$ cat src/rtl/alu_ctrl_pkg.sv
// Shared constants and types for the ALU arbiter and its ALU.
// Latency: n/a (declarations only).
// Backpressure: n/a (declarations only).
package alu_ctrl_pkg;

  localparam int DATA_W = 8;
  localparam int SEL_W  = 4;

  localparam logic [SEL_W-1:0] OP_AND = 4'b0000;
  localparam logic [SEL_W-1:0] OP_OR  = 4'b0001;
  localparam logic [SEL_W-1:0] OP_ADD = 4'b0010;
  localparam logic [SEL_W-1:0] OP_SUB = 4'b0110;

  typedef enum logic [1:0] {
    IDLE = 2'd0,
    WAIT = 2'd1,
    RESP = 2'd2
  } state_t;

  // One captured operation: who asked, what to do, and the operands.
  typedef struct packed {
    logic              id;
    logic [SEL_W-1:0]  sel;
    logic [DATA_W-1:0] a;
    logic [DATA_W-1:0] b;
  } op_t;

  // Response register contents presented on the Rsp_* ports.
  typedef struct packed {
    logic              id;
    logic              err;
    logic              zero;
    logic [DATA_W-1:0] out;
  } rsp_t;

endpackage

$ cat src/rtl/alu.sv
// 8-bit ALU (AND/OR/ADD/SUB) with a registered result and zero flag.
// Latency: ALU_LAT clock edges from operand change to out/zero.
// Backpressure: none; free-running pipeline, caller decides when to sample.
module alu
  import alu_ctrl_pkg::*;
#(
  parameter int ALU_LAT = 1
) (
  input  logic              clk,
  input  logic              rst_n,
  input  logic [DATA_W-1:0] a,
  input  logic [DATA_W-1:0] b,
  input  logic [SEL_W-1:0]  sel,
  output logic [DATA_W-1:0] out,
  output logic              zero
);

  logic [DATA_W-1:0] res;
  logic [DATA_W:0]   pipe [ALU_LAT];

  // Combinational function select; unknown opcodes give 0 and are flagged upstream.
  always_comb begin
    res = '0;
    case (sel)
      OP_AND:  res = a & b;
      OP_OR:   res = a | b;
      OP_ADD:  res = a + b;
      OP_SUB:  res = a - b;
      default: res = '0;
    endcase
  end

  // Delay line carrying {zero, result} through ALU_LAT register stages.
  always_ff @(posedge clk or negedge rst_n) begin
    if (!rst_n) begin
      for (int i = 0; i < ALU_LAT; i++) begin
        pipe[i] <= '0;
      end
    end else begin
      pipe[0] <= {(res == '0), res};
      for (int i = 1; i < ALU_LAT; i++) begin
        pipe[i] <= pipe[i-1];
      end
    end
  end

  assign out  = pipe[ALU_LAT-1][DATA_W-1:0];
  assign zero = pipe[ALU_LAT-1][DATA_W];

endmodule

$ cat src/rtl/alu_arbiter.sv
// Round-robin arbiter in front of one shared ALU, single operation in flight.
// Latency: Rsp_valid rises ALU_LAT+1 edges after the accept edge.
// Backpressure: Rsp_* held until Rsp_ready; no new accept until the handshake.
module alu_arbiter
  import alu_ctrl_pkg::*;
#(
  parameter int ALU_LAT = 1
) (
  input  logic              Clk,
  input  logic              Rst_n,
  input  logic              Req0_valid,
  output logic              Req0_ready,
  input  logic [DATA_W-1:0] Req0_A,
  input  logic [DATA_W-1:0] Req0_B,
  input  logic [SEL_W-1:0]  Req0_Sel,
  input  logic              Req1_valid,
  output logic              Req1_ready,
  input  logic [DATA_W-1:0] Req1_A,
  input  logic [DATA_W-1:0] Req1_B,
  input  logic [SEL_W-1:0]  Req1_Sel,
  output logic              Rsp_valid,
  input  logic              Rsp_ready,
  output logic              Rsp_id,
  output logic [DATA_W-1:0] Rsp_out,
  output logic              Rsp_zero,
  output logic              Rsp_err,
  output logic              Busy
);

  localparam int CNT_W = $clog2(ALU_LAT + 1) + 1;

  state_t            state_q, state_d;
  logic              last_q;
  logic [CNT_W-1:0]  cnt_q;
  op_t               op_q;
  rsp_t              rsp_q;

  logic              gnt_vld;
  logic              gnt_id;
  logic              accept;
  logic              capture;
  logic              sel_ok;
  logic [DATA_W-1:0] alu_out;
  logic              alu_zero;

  // Round-robin pick: on a tie favour the requester not granted last.
  always_comb begin
    gnt_vld = Req0_valid | Req1_valid;
    gnt_id  = 1'b0;
    if (Req0_valid && Req1_valid) begin
      gnt_id = ~last_q;
    end else begin
      gnt_id = Req1_valid;
    end
  end

  // Opcode validity lives here so the ALU stays a pure datapath.
  always_comb begin
    sel_ok = 1'b0;
    case (op_q.sel)
      OP_AND, OP_OR, OP_ADD, OP_SUB: sel_ok = 1'b1;
      default:                       sel_ok = 1'b0;
    endcase
  end

  // Next-state and per-state strobes.
  always_comb begin
    state_d = state_q;
    accept  = 1'b0;
    capture = 1'b0;
    case (state_q)
      IDLE: begin
        if (gnt_vld) begin
          accept  = 1'b1;
          state_d = WAIT;
        end
      end
      WAIT: begin
        if (cnt_q == CNT_W'(ALU_LAT)) begin
          capture = 1'b1;
          state_d = RESP;
        end
      end
      RESP: begin
        if (Rsp_ready) begin
          state_d = IDLE;
        end
      end
      default: state_d = IDLE;
    endcase
  end

  // FSM state register.
  always_ff @(posedge Clk or negedge Rst_n) begin
    if (!Rst_n) begin
      state_q <= IDLE;
    end else begin
      state_q <= state_d;
    end
  end

  // Capture the granted operation and remember who won.
  always_ff @(posedge Clk or negedge Rst_n) begin
    if (!Rst_n) begin
      op_q   <= '0;
      last_q <= 1'b1;
    end else if (accept) begin
      last_q <= gnt_id;
      if (gnt_id) begin
        op_q <= '{id: 1'b1, sel: Req1_Sel, a: Req1_A, b: Req1_B};
      end else begin
        op_q <= '{id: 1'b0, sel: Req0_Sel, a: Req0_A, b: Req0_B};
      end
    end
  end

  // WAIT counter: lets the ALU pipeline settle on the captured operands.
  always_ff @(posedge Clk or negedge Rst_n) begin
    if (!Rst_n) begin
      cnt_q <= '0;
    end else if (accept || capture) begin
      cnt_q <= '0;
    end else if (state_q == WAIT) begin
      cnt_q <= cnt_q + CNT_W'(1);
    end
  end

  // Response registers; an invalid opcode overrides the ALU result.
  always_ff @(posedge Clk or negedge Rst_n) begin
    if (!Rst_n) begin
      rsp_q <= '0;
    end else if (capture) begin
      rsp_q.id   <= op_q.id;
      rsp_q.err  <= ~sel_ok;
      rsp_q.zero <= sel_ok & alu_zero;
      rsp_q.out  <= sel_ok ? alu_out : '0;
    end
  end

  alu #(
    .ALU_LAT (ALU_LAT)
  ) u_alu (
    .clk   (Clk),
    .rst_n (Rst_n),
    .a     (op_q.a),
    .b     (op_q.b),
    .sel   (op_q.sel),
    .out   (alu_out),
    .zero  (alu_zero)
  );

  // Readies are forced low while reset is held, even though state reads IDLE.
  assign Req0_ready = Rst_n & accept & ~gnt_id;
  assign Req1_ready = Rst_n & accept &  gnt_id;

  assign Rsp_valid = (state_q == RESP);
  assign Busy      = (state_q != IDLE);
  assign Rsp_id    = rsp_q.id;
  assign Rsp_out   = rsp_q.out;
  assign Rsp_zero  = rsp_q.zero;
  assign Rsp_err   = rsp_q.err;

endmodule

$ cat config.mk
export PLATFORM = sky130hd
export DESIGN_NAME = alu_arbiter
export DESIGN_NICKNAME = d
export VERILOG_FILES = /design/src/rtl/alu_ctrl_pkg.sv /design/src/rtl/alu.sv /design/src/rtl/alu_arbiter.sv
export SDC_FILE = /design/constraint.sdc
export NUM_CORES = 1
export LEC_CHECK = 0
export BUFFER_PORTS_ARGS = -buffer_cell sky130_fd_sc_hd__clkbuf_2
export CAP_MARGIN = 30
export CORE_MARGIN = 1.5
export CORE_UTILIZATION = 48
export DETAILED_ROUTE_END_ITERATION = 10
export PLACE_DENSITY = 0.76
export SLEW_MARGIN = 40
export SYNTH_ARGS = -nofsm -noshare
export SYNTH_HDL_FRONTEND = slang
export SYNTH_SLANG_ARGS = --single-unit
$ cat constraint.sdc
create_clock -name Clk -period 2.7 [get_ports Clk]
set_clock_uncertainty 0.05 [all_clocks]
set_input_delay 0.135 -clock Clk [delete_from_list [all_inputs] [get_ports Clk]]
set_output_delay 0.135 -clock Clk [all_outputs]
set_load 0.05 [all_outputs]
==> metrics.md <==
| Metric | Value |
|---|---|
| Asr flop ratio synth | `1.00` |
| Clock transition at path regs | `0.09 ns` |
| Post-Syn Area per Cell | `9.89 sq um` |
| IO buf count | `59` |
| Pin count of the biggest net entering global routing | `47` |
| Rel. slew slack | `0.634` |
| Net Sw Frac | `0.480` |
| Final Cycle Share | `1.00` |
| CTS Buf Count | `5` |
| Area leader, netlist | `dfrtp_1` |
| Top post-synthesis cells by area | `dfrtp_1 (45%), mux2i_1 (8.3%), o21ai_0 (5.6%)` |
| Fillers | `442` |
| MaxCap Viol Count | `0` |
| Achievable Freq | `0.370 GHz` |
| Syn Inst Count | `255` |
| Warnings, synthesis | `0` |
| Vias in the first global route | `1804` |
| Clk network pwr share | `0.095` |
| R2r worst-path depth | `9` |
| Register-to-register setup slack | `0.00007 ns` |
| Total gr overflow | `0` |
| GR Util All Layers | `0.191` |
| Yosys reg bits | `46` |
| Final hold vios | `0` |
| Nets | `381` |
| Worst hold path type | `in2reg` |
| Outcome | `complete, no violations` |
| Worst-path fanout max | `7` |
| Slack of the critical path | `0.0000708 ns` |
| Most used DFF post-synth | `dfrtp_1` |
| Mapped Nets | `312` |
| CP endpoint kind | `flip-flop` |
| Worst R2R End | `u_alu.pipe[8]` |
| Post-Syn Area | `2520 sq um` |
| Max VDD drop | `0.510 mV` |
| Reg-to-Reg Start | `op_q[19]` |
| Internal power | `2310 uW` |
| DR pass1 iterations | `4` |
| Final WL | `4.87 mm` |
| Root Driver | `clkbuf_8` |
| Final setup violation count | `0` |
| GP Congestion | `0.912` |
| Post-synth EDFFs | `0` |
| Final ANT Viol Nets | `0` |
| WL/cell | `12.3 microns` |
| Most frequent cells in the layout | `clkbuf_2 (59), dfrtp_1 (45), nand2_1 (27), o21ai_0 (27)` |
| DRC Markers | `0` |
| CTS tree | `done` |
| WP data required | `2.87 ns` |
| DR vias/cell | `5.14` |
| Sw Pwr | `2130 uW` |
| Critical Path Sink | `u_alu.pipe[8]` |
| Layout Area Growth over Synthesis | `22.8%` |
| Worst hold margin | `0.0520 ns` |
| First-pass GRT wire length | `8.21 mm` |
| Row cnt | `26` |
| Worst Path Arrival | `2.87 ns` |
| Core Footprint | `5070 sq um` |
| Hpwl dp | `3.70 mm` |
| Clock latency on the worst-skew pair | `0.31 ns` |
| Pre-CTS WS | `-0.0486 ns` |
| Die Height | `75.5 microns` |
| Seq pwr share | `0.279` |
| Die W | `75.5 microns` |
| PwrDens | `1440 nW/um^2` |
| Io pins | `60` |
| Post-layout util | `0.610` |
| Die area | `5700 sq um` |
| Sink Count | `46` |
| Starting Density | `0.497` |
| CP Launch Point | `op_q[19]` |
| Most common cell after layout, fill and taps aside | `clkbuf_2` |
| Unrepaired setup endpoints after global routing | `true` |
| Fraction of layout cells with a size suffix above 1 | `0.298` |
| Min cycle time layout | `2.70 ns` |
| Initial antenna violation count | `0` |
| # diodes | `0` |
| Lkg Pwr | `0.00152 uW` |
| Combinational power share | `0.626` |
| Iter 0 DRT Violations | `97` |
| Netlist cell types | `40` |
| Setup Crit Path Kind | `reg2reg` |
| WHS Path Cells | `3` |
| Register area share after synthesis | `0.457` |
| Top cell type's share of synthesized area | `0.447` |
| H-tree depth | `2` |
| Worst-Margin Slew | `0.548 ns` |
| Clock tree buffer depth | `2` |
| Startpoint types | `flip-flop` |
| Final slew viol count | `0` |
| Vias | `2032` |
-- kinds of logic (layout without fill, tap and decap cells) --
family,Yosys count,in the layout,synth area share
AO/OA/AOI/OAI,70,70,0.172
AND/OR/NAND/NOR,68,68,0.124
flip-flops,46,46,0.457
multiplexers,23,23,0.0923
buffers and inverters,23,93,0.0447
adder cells (fa/ha/maj),16,16,0.0789
XOR/XNOR,9,9,0.0313
-- flip-flops by register name, summed over array words and instances, names as in the netlist --
| signal | flops |
|---|---|
| state_q | 2 |
| cnt_q | 2 |
| u_alu.pipe | 9 |
| op_q | 21 |
| Rsp_out | 8 |
| Rsp_err | 1 |
| Rsp_id | 1 |
| Rsp_zero | 1 |
| last_q | 1 |
-- routing by layer --
metal	track usage	vias up	part of all wire
met5	0	-	0
met3	0.0476	6	0.058
met4	0.0615	0	0.012
met2	0.323	61	0.48
met1	0.242	921	0.45
li1	-	1044	-
-- per-stage QoR --
stage / cell area [sq um] / setup TNS [ns] / cells / total power, uW
detailed placement: 2920 / -0.0486 / 381 / 3880
CTS: 3070 / -0.0319 / 393 / 4370
global route: 3100 / -0.178 / 395 / 4860
global placement: 2920 / 0 / 381 / 3810
floorplan: 2540 / 0 / 255 / 3320
finish: 3100 / 0 / 395 / 4450
-- final cells by class --
cell class	instances	area, sq um	share of cell area
multi-input combinational	186	1310	0.423
sequential	46	1150	0.372
timing repair buffer	74	415	0.134
tap	70	87.6	0.0283
clock buffer	5	68.8	0.0222
inverter	11	41.3	0.0133
clock inverter	3	21.3	0.00687
-- timing repair --
| item | CTS | global route |
|---|---|---|
| endpoints found under the setup margin | 1 | 3 |
| resized for setup | 3 | 4 |
| setup buffers | 1 | 2 |
| pin swaps | 1 | 0 |
| hold endpoints to repair | 47 | 0 |
| cloned | 0 | 0 |
| hold buffers | 3 | 0 |
-- power by group through the flow --
stage,sequential (uW),combinational [uW],clock (uW)
6_report,1240,2780,422
5_1_grt,1290,3100,468
4_1_cts,1240,2700,431
3_5_place_dp,1260,2620,0
3_3_place_gp,1240,2560,0
2_1_floorplan,1460,1860,0
-- worst max-delay path, cell delays in order, from the launching register on --
cell and delay (ns):
dfrtp_1 0.39, nor4bb_2 0.28, buf_4 0.19, mux2_4 0.32, fa_2 0.37, nand2b_4 0.16
a21oi_4 0.13, o31ai_2 0.08, or4b_1 0.49, nor4_2 0.13
-- worst min-delay path by stage --
stage | endpoint | slack, ns | from
global route | op_q[4] | 0.07 | Req1_B[4]
detailed placement | op_q[12] | 0.26 | Rst_n
CTS | op_q[9] | 0.06 | Req0_A[1]
global placement | op_q[12] | 0.25 | Rst_n
finish | op_q[9] | 0.05 | Req0_A[1]
floorplan | Rsp_err | -0.21 | Rst_n
-- synthesized netlist by cell type, types with 4 or more instances --
| library cell | n |
|---|---|
| o31ai_1 | 4 |
| nand2b_1 | 4 |
| dfrtp_1 | 45 |
| clkbuf_1 | 5 |
| nor2_1 | 21 |
| a22o_1 | 10 |
| o21ai_0 | 28 |
| o21a_1 | 4 |
| nand2_1 | 27 |
| ha_1 | 11 |
| inv_1 | 11 |
| mux2i_1 | 21 |
| xnor2_1 | 8 |
| nor3_1 | 8 |
| a21oi_1 | 14 |
No activity file was read; power rests on OpenSTA's default activity.
